### src/rtl/vga_pkg.sv
// Shared screen geometry, pixel record and sink state encoding for the VGA plot path.
package vga_pkg;

  localparam int SCREEN_W  = 160;
  localparam int SCREEN_H  = 120;
  localparam int FB_ADDR_W = 15;
  localparam logic [FB_ADDR_W-1:0] N_PIX = FB_ADDR_W'(SCREEN_W * SCREEN_H);

  typedef struct packed {
    logic [7:0] x;
    logic [6:0] y;
    logic [2:0] colour;
  } pixel_t;

  typedef enum logic [1:0] {
    IDLE  = 2'd0,
    FLUSH = 2'd1,
    CLEAR = 2'd2,
    DONE  = 2'd3
  } sink_state_t;

  // The 160-wide case uses shift-add so no multiplier is needed.
  function automatic logic [FB_ADDR_W-1:0] pix_addr(input logic [7:0] x, input logic [6:0] y);
    logic [FB_ADDR_W-1:0] xe;
    logic [FB_ADDR_W-1:0] ye;
    xe = {7'b0, x};
    ye = {8'b0, y};
    if (SCREEN_W == 160)
      return (ye << 7) + (ye << 5) + xe;
    else
      return (ye * FB_ADDR_W'(SCREEN_W)) + xe;
  endfunction

endpackage

### src/rtl/plot_fifo.sv
// Synchronous FIFO of pixel records; head shows the oldest entry while non-empty.
module plot_fifo
  import vga_pkg::*;
#(
  parameter int DEPTH = 8
) (
  input  logic   clk,
  input  logic   rst,
  input  logic   push,
  input  pixel_t din,
  input  logic   pop,
  output logic   full,
  output logic   empty,
  output pixel_t head
);

  localparam int AW = $clog2(DEPTH);

  // Pointers carry one extra wrap bit to tell full from empty.
  logic [AW:0] wr_ptr;
  logic [AW:0] rd_ptr;
  pixel_t      mem [DEPTH];

  always_ff @(posedge clk) begin
    if (rst) begin
      wr_ptr <= '0;
      rd_ptr <= '0;
    end else begin
      if (push) wr_ptr <= wr_ptr + 1'b1;
      if (pop)  rd_ptr <= rd_ptr + 1'b1;
    end
  end

  always_ff @(posedge clk) begin
    if (push) mem[wr_ptr[AW-1:0]] <= din;
  end

  assign empty = (wr_ptr == rd_ptr);
  assign full  = (wr_ptr[AW] != rd_ptr[AW]) && (wr_ptr[AW-1:0] == rd_ptr[AW-1:0]);
  assign head  = mem[rd_ptr[AW-1:0]];

endmodule

### src/rtl/plot_sink.sv
// Pixel-stream sink: queues plots, clips to the screen, writes the framebuffer, and runs clears.
// state | meaning
// IDLE  | accept plots, drain FIFO, watch clear_start
// FLUSH | plots blocked, drain remaining FIFO entries and the pending write
// CLEAR | write captured colour to every address 0..N_PIX-1
// DONE  | clear_done pulse, back to IDLE
module plot_sink
  import vga_pkg::*;
#(
  parameter int FIFO_DEPTH = 8
) (
  input  logic                 clk,
  input  logic                 rst,
  input  logic [7:0]           vga_x,
  input  logic [6:0]           vga_y,
  input  logic [2:0]           vga_colour,
  input  logic                 vga_plot,
  output logic                 plot_ready,
  input  logic                 clear_start,
  input  logic [2:0]           clear_colour,
  output logic                 clear_done,
  output logic [FB_ADDR_W-1:0] fb_addr,
  output logic [2:0]           fb_wdata,
  output logic                 fb_we,
  output logic                 busy,
  output logic [15:0]          clip_count
);

  sink_state_t          state;
  logic                 fifo_full;
  logic                 fifo_empty;
  logic                 fifo_push;
  logic                 fifo_pop;
  logic                 accept;
  logic                 clipped;
  pixel_t               in_px;
  pixel_t               head;
  logic [2:0]           clr_colour;
  logic [FB_ADDR_W-1:0] clr_cnt;

  assign plot_ready = !fifo_full && (state == IDLE);
  assign accept     = vga_plot && plot_ready;
  assign clipped    = (32'(vga_x) >= SCREEN_W) || (32'(vga_y) >= SCREEN_H);
  assign fifo_push  = accept && !clipped;
  assign fifo_pop   = !fifo_empty;
  assign in_px      = {vga_x, vga_y, vga_colour};

  plot_fifo #(.DEPTH(FIFO_DEPTH)) u_fifo (
    .clk   (clk),
    .rst   (rst),
    .push  (fifo_push),
    .din   (in_px),
    .pop   (fifo_pop),
    .full  (fifo_full),
    .empty (fifo_empty),
    .head  (head)
  );

  always_ff @(posedge clk) begin
    if (rst) begin
      state      <= IDLE;
      clr_colour <= '0;
      clr_cnt    <= '0;
    end else begin
      case (state)
        IDLE: begin
          if (clear_start) begin
            clr_colour <= clear_colour;
            state      <= FLUSH;
          end
        end
        FLUSH: begin
          if (fifo_empty && !fb_we) begin
            clr_cnt <= '0;
            state   <= CLEAR;
          end
        end
        // Leave once every address has been issued; the last write is visible on this cycle.
        CLEAR: begin
          if (clr_cnt == N_PIX) state <= DONE;
          else                  clr_cnt <= clr_cnt + 1'b1;
        end
        DONE:    state <= IDLE;
        default: state <= IDLE;
      endcase
    end
  end

  always_ff @(posedge clk) begin
    if (rst) begin
      fb_we    <= 1'b0;
      fb_addr  <= '0;
      fb_wdata <= '0;
    end else if (fifo_pop) begin
      fb_we    <= 1'b1;
      fb_addr  <= pix_addr(head.x, head.y);
      fb_wdata <= head.colour;
    end else if ((state == CLEAR) && (clr_cnt != N_PIX)) begin
      fb_we    <= 1'b1;
      fb_addr  <= clr_cnt;
      fb_wdata <= clr_colour;
    end else begin
      fb_we    <= 1'b0;
    end
  end

  always_ff @(posedge clk) begin
    if (rst)
      clip_count <= '0;
    else if (accept && clipped && (clip_count != 16'hFFFF))
      clip_count <= clip_count + 1'b1;
  end

  assign clear_done = (state == DONE);
  assign busy       = !fifo_empty || fb_we || (state != IDLE);

endmodule

### config.mk
export PLATFORM = sky130hd
export DESIGN_NAME = plot_sink
export DESIGN_NICKNAME = d
export VERILOG_FILES = /design/src/rtl/vga_pkg.sv /design/src/rtl/plot_fifo.sv /design/src/rtl/plot_sink.sv
export SDC_FILE = /design/constraint.sdc
export NUM_CORES = 1
export LEC_CHECK = 0
export BUFFER_PORTS_ARGS = -buffer_cell sky130_fd_sc_hd__buf_2
export CAP_MARGIN = 20
export CORE_MARGIN = 2
export CORE_UTILIZATION = 35
export DETAILED_ROUTE_END_ITERATION = 8
export PLACE_DENSITY = 0.51
export SLEW_MARGIN = 40
export SYNTH_ARGS = -nofsm -noshare
export SYNTH_HDL_FRONTEND = slang
export SYNTH_SLANG_ARGS = --single-unit
### constraint.sdc
create_clock -name clk -period 6.4 [get_ports clk]
set_input_delay 1.92 -clock clk [delete_from_list [all_inputs] [get_ports clk]]
set_output_delay 1.92 -clock clk [all_outputs]
set_load 0.02 [all_outputs]
## Yosys cells after proc, flatten, opt, wreduce, memory -nomap -nowiden

Memory sizes are Yosys's and may differ from the RTL's. A register that Yosys moved wholly into a read port is not among the register bits.
Index checks and enable logic that the tools add are counted.

- Add/subtract/negate cells: 6
- Order comparisons: 2
- Equal/unequal tests: 14
- Mux-type cells: 17
- Reduce and logical (&&, ||, !) cells: 21

Operators by type and width:

| operator | number |
|---|---|
| 2-to-1 mux 15 bit | 4 |
| case mux 15 bit (2 select lines) | 1 |
| adder 16 x 1 -> 16 bit (second input constant) | 1 |
| != test 16 bit (second input constant) | 1 |
| adder 14 x 12 -> 15 bit | 1 |
| adder 15 x 1 -> 15 bit (second input constant) | 1 |
| adder 15 x 8 -> 15 bit | 1 |
| == test 15 bit (second input constant) | 1 |
| != test 15 bit (second input constant) | 1 |
| 2-to-1 mux 3 bit | 4 |
| adder 4 x 1 -> 4 bit (second input constant) | 2 |
| >= comparator 8 bit (second input constant) | 1 |
| logical AND 1 bit | 8 |
| != test 2 bit (second input constant) | 4 |
| case mux 2 bit (4 select lines) | 1 |
| >= comparator 7 bit (second input constant) | 1 |
| 2-to-1 mux 2 bit | 3 |
| AND reduction 3 bit | 2 |
| == test 2 bit (second input constant) | 2 |
| == test 4 bit | 1 |
| logical NOT 1 bit | 4 |
| 2-to-1 mux 1 bit | 4 |
| nonzero test 2 bit | 2 |
| == test 3 bit | 1 |
| 6 further kinds | 8 |

- Bits in registers: 63
- Bits in writable memories: 144
- Input bits: 25
- Output and inout bits: 38
- Logic and storage cells: 70
- Memories: 1

Memory list:

| name | depth | bits a word | read ports | clocked after memory_dff | write ports | line | RTL |
|---|---|---|---|---|---|---|---|
| u_fifo.mem | 8 | 18 | 1 | 1 | 1 | plot_fifo.sv:22 | `pixel_t mem [DEPTH];` |

## Depth between registers and ports, before layout

- Word-level depth: 8
- Gate-level depth with buffers: 14
- Gate-level depth less buffers: 11

## Cells and area by module

Synthesis repeated with hierarchy kept, for this count alone.

- Cells, all modules: 628
- Area, all modules: 9263.9 um^2

By module, submodules not included:

| module | instances | cells each | area each (um^2) | sequential area each (um^2) |
|---|---|---|---|---|
| plot_fifo | 1 | 265 | 6033.3 | 4544.4 |
| plot_sink | 1 | 363 | 3230.6 | 1101.1 |

## Worst setup path before layout

No wires, ideal clock.

- Kind: input to register
- Start: input port vga_plot
- End: memory u_fifo.mem[0][0] (netlist name) (enable)
- Library setup time: 439 ps
- Data arrival time: 4167 ps
- Data required time: 5961 ps
- Path slack: 1794 ps
- Stages: 4
- Path buffers: 0
- Cell sequence: nand2_1 a41oi_2 nand2_1 nor4_1

- Word-level cells in the longest chain between the ends: 4

RTL lines:

| element | line | RTL |
|---|---|---|
| start: declaration | plot_sink.sv:17 | `input logic vga_plot,` |
| logical AND 1 bit | plot_sink.sv:42 | `assign accept = vga_plot && plot_ready;` |
| logical AND 1 bit | plot_sink.sv:44 | `assign fifo_push = accept && !clipped;` |
| 2-to-1 mux 1 bit | plot_fifo.sv:35 | `if (push) mem[wr_ptr[AW-1:0]] <= din;` |
| 2-to-1 mux 1 bit (not written as such) | plot_fifo.sv:35 |  |
| end: declaration | plot_fifo.sv:22 |  |

No other way between the ends.

## Worst setup path after layout

- Start: register u_fifo.wr_ptr[1]
- End: output port busy

- Word-level cells in the longest chain between the ends: 4

RTL lines:

| element | line | RTL |
|---|---|---|
| start: declaration | plot_fifo.sv:20 | `logic [AW:0] wr_ptr;` |
| start signal: assignment | plot_fifo.sv:29 | `if (push) wr_ptr <= wr_ptr + 1'b1;` |
| == test 4 bit | plot_fifo.sv:38 | `assign empty = (wr_ptr == rd_ptr);` |
| logical NOT 1 bit | plot_sink.sv:115 | `assign busy = !fifo_empty \|\| fb_we \|\| (state != IDLE);` |
| logical OR 1 bit (2 in a row) | plot_sink.sv:115 |  |
| end: declaration | plot_sink.sv:25 | `output logic busy,` |

No other way between the ends.

==> results.md <==
- Routed via count: 5714
- Final total negative setup slack: 0 ns
- Syn Std Cell Area: 0.00912 sq mm
- Path class of the lowest-slack min-delay path: reg -> reg
- Switching power share of the total: 34.4%
- Detailed placer's ending HPWL: 13200 um
- Die width: 165 um
- Synth warnings: 0
- Layout-stage area growth over the synthesis result: 14.9%
- Xor/xnor cell area share of the yosys netlist: 1.92%
- Mean number of vias per cell: 5.35
- Max Clk Rate: 0.228 GHz
- Critical path type: reg -> out
- Global-route wire length before repair: 32100 um
- Launching instance or port of the critical path: u_fifo.wr_ptr[1]$_SDFFE_PP0P_
- Number of hold violations in the final report: 0
- Fraction of power consumed by the clock network: 27.8%
- Fraction of final layout cells sized beyond drive strength 1: 22.5%
- Number of antenna violations at the first check in global routing: 3
- Async set or reset register ratio after synthesis: 0%
- Area fraction in compound gates after synthesis: 8.41%
- Endpoint of the lowest-slack register-to-register path: fb_addr[12]$_SDFFE_PP0P_
- Die Outline Area: 0.0274 sq mm
- Clock tree from TritonCTS: done
- Post-detailed-placement cell area: 0.00980 sq mm
- Register-to-register setup slack: 2.63 ns
- Fraction of the yosys area taken by sequential cells: 61.9%
- Number of remaining DRC errors: 0
- Syn nets: 704
- Number of global-route vias before repair: 5723
- Combinational family with the most area after synthesis: simple AND/OR/NAND/NOR gates
- First-pass DRT Iterations: 5
- Signal arrival time at the worst endpoint: 2.47 ns
- Port Buffers: 62
- Peak supply drop: 0.000226 V
- Number of placement rows: 59
- Antenna Nets Post-Route: 0
- Final clock period utilization by the worst path: 68.6%
- Max Root-Sink Buffers: 3
- Number of enable flip-flop cells after synthesis: 144
- Count of boundary I/O pins: 63
- Initial core utilization: 35.3%
- CTS H-tree lvls: 1
- Distinct cell type count after synthesis: 55
- Critical path launch point type: flip-flop
- Synthesized-area fraction occupied by and/or/nand/nor cells: 10.9%
- Power density cells: 405 mW/mm^2
- Sw Pwr: 1460 uW
- Top FF cell, synth: sky130_fd_sc_hd__edfxtp_1
- Post-CTS Hold Fix Bufs: 0
- Post-layout minimum cycle time: 4.39 ns
- Part of the total power dissipated in sequential elements: 38.7%
- Util after Layout: 40.5%
- Logic pwr share: 33.5%
- Setup repair after global routing missed its margin: false
- Initial DRC count: 548
- Data required, critical path: 4.48 ns
- Synth Area per Inst: 13.9 sq um
- Remaining global-route overflow: 0
- Number of buffers added by the clock tree synthesis step: 23
- Max-cap violation count: 0
- Total of endpoints with negative setup slack in the final report: 0
- Routed wire length per instance: 19.5 um
- Worst-path fanout max: 15
- End point of the critical path: busy
- Kind of end point of the critical path: primary output
- Worst slew margin: 50.9%
- Vertical die dimension: 165 um
- Leakage power of the design: 0.00354 uW
- Number of instances in the synthesized netlist: 654
- Routed WL: 20800 um
- Result of the run: finished, final reports clean
- Buffer count from post-CTS setup fixing: 0
- Clock input transition at the sequential cells of the worst setup and hold paths: 0.06 ns
- Cell area after layout: 0.0105 sq mm
- Core region area: 0.0258 sq mm
- Last weighted congestion value of the routability-driven placer: 0.780
- R2R cell count: 11
- Number of cells upsized or downsized after cts: 0
- Synth Area in Adders: 3.60%
- Clk Latency, worst-skew pair: 0.52 ns
- Clock tree sinks: 210
- Fill count: 2435
- Cell chosen for the clock root: sky130_fd_sc_hd__clkbuf_16
- Int Pwr: 2780 uW
- Setup Skew: 0.0164 ns
- Flip-flop and latch count after synthesis: 210
- Maximum number of pins on one net before global-route repair: 57
- Overall fraction of global-route tracks in use: 15.3%
- Multiplexer area fraction after synthesis: 10.7%
- Post-layout nets: 766
- Max-slew violations: 0
- Pin slew with the least headroom to its limit: 0.735 ns
-- worst min-delay path by stage --
stage | from | endpoint | slack, ns | depth (start not counted)
6_report | clr_colour[2]$_SDFFE_PP0P_ | clr_colour[2]$_SDFFE_PP0P_ | 0.48 | 2
5_1_grt | clr_colour[2]$_SDFFE_PP0P_ | clr_colour[2]$_SDFFE_PP0P_ | 0.49 | 2
4_1_cts | clr_colour[2]$_SDFFE_PP0P_ | clr_colour[2]$_SDFFE_PP0P_ | 0.47 | 2
3_5_place_dp | clr_colour[2]$_SDFFE_PP0P_ | clr_colour[2]$_SDFFE_PP0P_ | 0.46 | 2
3_3_place_gp | clr_colour[2]$_SDFFE_PP0P_ | clr_colour[2]$_SDFFE_PP0P_ | 0.46 | 2
2_1_floorplan | clr_colour[0]$_SDFFE_PP0P_ | clr_colour[0]$_SDFFE_PP0P_ | 0.44 | 2
-- stage by stage --
step / hold slack [ns] / cells / worst slack (ns) / total power (uW)
floorplan: 0.437 / 654 / 1.79 / 2710
global placement: 0.461 / 1026 / 2.35 / 3060
detailed placement: 0.463 / 1026 / 2.53 / 3090
CTS: 0.471 / 1067 / 1.99 / 4280
global route: 0.493 / 1067 / 1.80 / 4480
finish: 0.478 / 1068 / 2.01 / 4240
-- state kept, by name, indices dropped and copies added (netlist names), named ones only --
name           cells
u_fifo.mem       144
state              2
clr_cnt           15
u_fifo.rd_ptr      4
u_fifo.wr_ptr      4
clip_count        16
clr_colour         3
fb_addr           15
fb_wdata           3
fb_we              1
-- cell families (layout without fill, tap and decap cells) --
logic type	after synthesis	after routing
flops	210	210
simple gates	186	186
compound gates	113	113
mux	51	51
buf+inv	49	127
fa+ha+maj	25	25
xor+xnor	20	20
other cells	0	1
-- critical path: stages (launching register included) --
cell	delay, ns
sky130_fd_sc_hd__dfxtp_1	0.61
sky130_fd_sc_hd__xnor2_1	0.23
sky130_fd_sc_hd__nand4_1	0.61
sky130_fd_sc_hd__nor2_1	0.26
sky130_fd_sc_hd__nand2_1	0.07
sky130_fd_sc_hd__buf_2	0.17
-- power by group through the flow --
stage	sequential (uW)	combinational, uW	clock, uW
after global placement	1670	1390	0
after CTS	1650	1420	1210
final	1640	1420	1180
after floorplan	1670	1040	0
after detailed placement	1680	1420	0
after global routing	1660	1560	1260
-- layer usage --
layer  wire (um)  share of wire [%]  global-route usage, %
met5          24               0.12                      0
met4         357                1.7                   3.13
met3        1020                4.9                   3.05
met2       10000                 48                   26.1
met1        9360                 45                   20.3
-- layout make-up --
class	instances	area (sq um)	share of cell area (%)
Timing Repair Buffer	75	408	3.89
Inverter	11	41.3	0.394
Multi-Input combinational cell	395	3290	31.4
Clock inverter	13	71.3	0.681
Antenna cell	1	2.50	0.0239
Clock buffer	28	594	5.67
Sequential cell	210	5650	53.9
Tap cell	335	419	4.00
-- Yosys cell counts, types with 3 or more instances --
library cell,n,share of area [%]
sky130_fd_sc_hd__a211oi_1,10,0.82
sky130_fd_sc_hd__a21o_1,5,0.41
sky130_fd_sc_hd__a21oi_1,35,1.9
sky130_fd_sc_hd__a221oi_1,3,0.29
sky130_fd_sc_hd__a311oi_1,12,1.2
sky130_fd_sc_hd__and2_1,3,0.21
sky130_fd_sc_hd__and3_1,3,0.21
sky130_fd_sc_hd__and4_1,3,0.29
sky130_fd_sc_hd__buf_2,10,0.55
sky130_fd_sc_hd__buf_4,3,0.25
sky130_fd_sc_hd__buf_6,4,0.49
sky130_fd_sc_hd__clkbuf_1,20,0.82
sky130_fd_sc_hd__dfxtp_1,66,14
sky130_fd_sc_hd__edfxtp_1,144,47
sky130_fd_sc_hd__ha_1,23,3.2
sky130_fd_sc_hd__inv_1,11,0.45
sky130_fd_sc_hd__mux2_2,9,1.1
sky130_fd_sc_hd__mux2i_1,6,0.66
sky130_fd_sc_hd__mux4_2,36,8.9
sky130_fd_sc_hd__nand2_1,59,2.4
sky130_fd_sc_hd__nand2b_1,5,0.34
sky130_fd_sc_hd__nand3_1,12,0.66
sky130_fd_sc_hd__nand4_1,17,1.2
sky130_fd_sc_hd__nor2_1,25,1.0
sky130_fd_sc_hd__nor2b_1,9,0.62
sky130_fd_sc_hd__nor3_1,9,0.49
sky130_fd_sc_hd__nor4_1,7,0.48
sky130_fd_sc_hd__o211ai_1,5,0.41
sky130_fd_sc_hd__o21a_1,4,0.33
sky130_fd_sc_hd__o21ai_0,14,0.77
sky130_fd_sc_hd__o21ai_1,4,0.22
sky130_fd_sc_hd__o31ai_1,11,0.91
sky130_fd_sc_hd__or3_1,8,0.55
sky130_fd_sc_hd__or4_1,17,1.4
sky130_fd_sc_hd__xnor2_1,9,0.86
sky130_fd_sc_hd__xor2_1,11,1.1
-- placed cells by master (no fill, tap or decap), drive strengths merged, types with 10 or more instances in the layout --
cell,count
ha,23
o31ai,11
buf,75
nand2,59
a311oi,12
xor2,11
nand4,17
or4,17
a21oi,35
inv,12
clkinv,12
clkbuf,28
dfxtp,66
nor2,26
edfxtp,144
mux4,36
a211oi,10
o21ai,18
nand3,12
No activity file was read; power rests on OpenSTA's default activity.
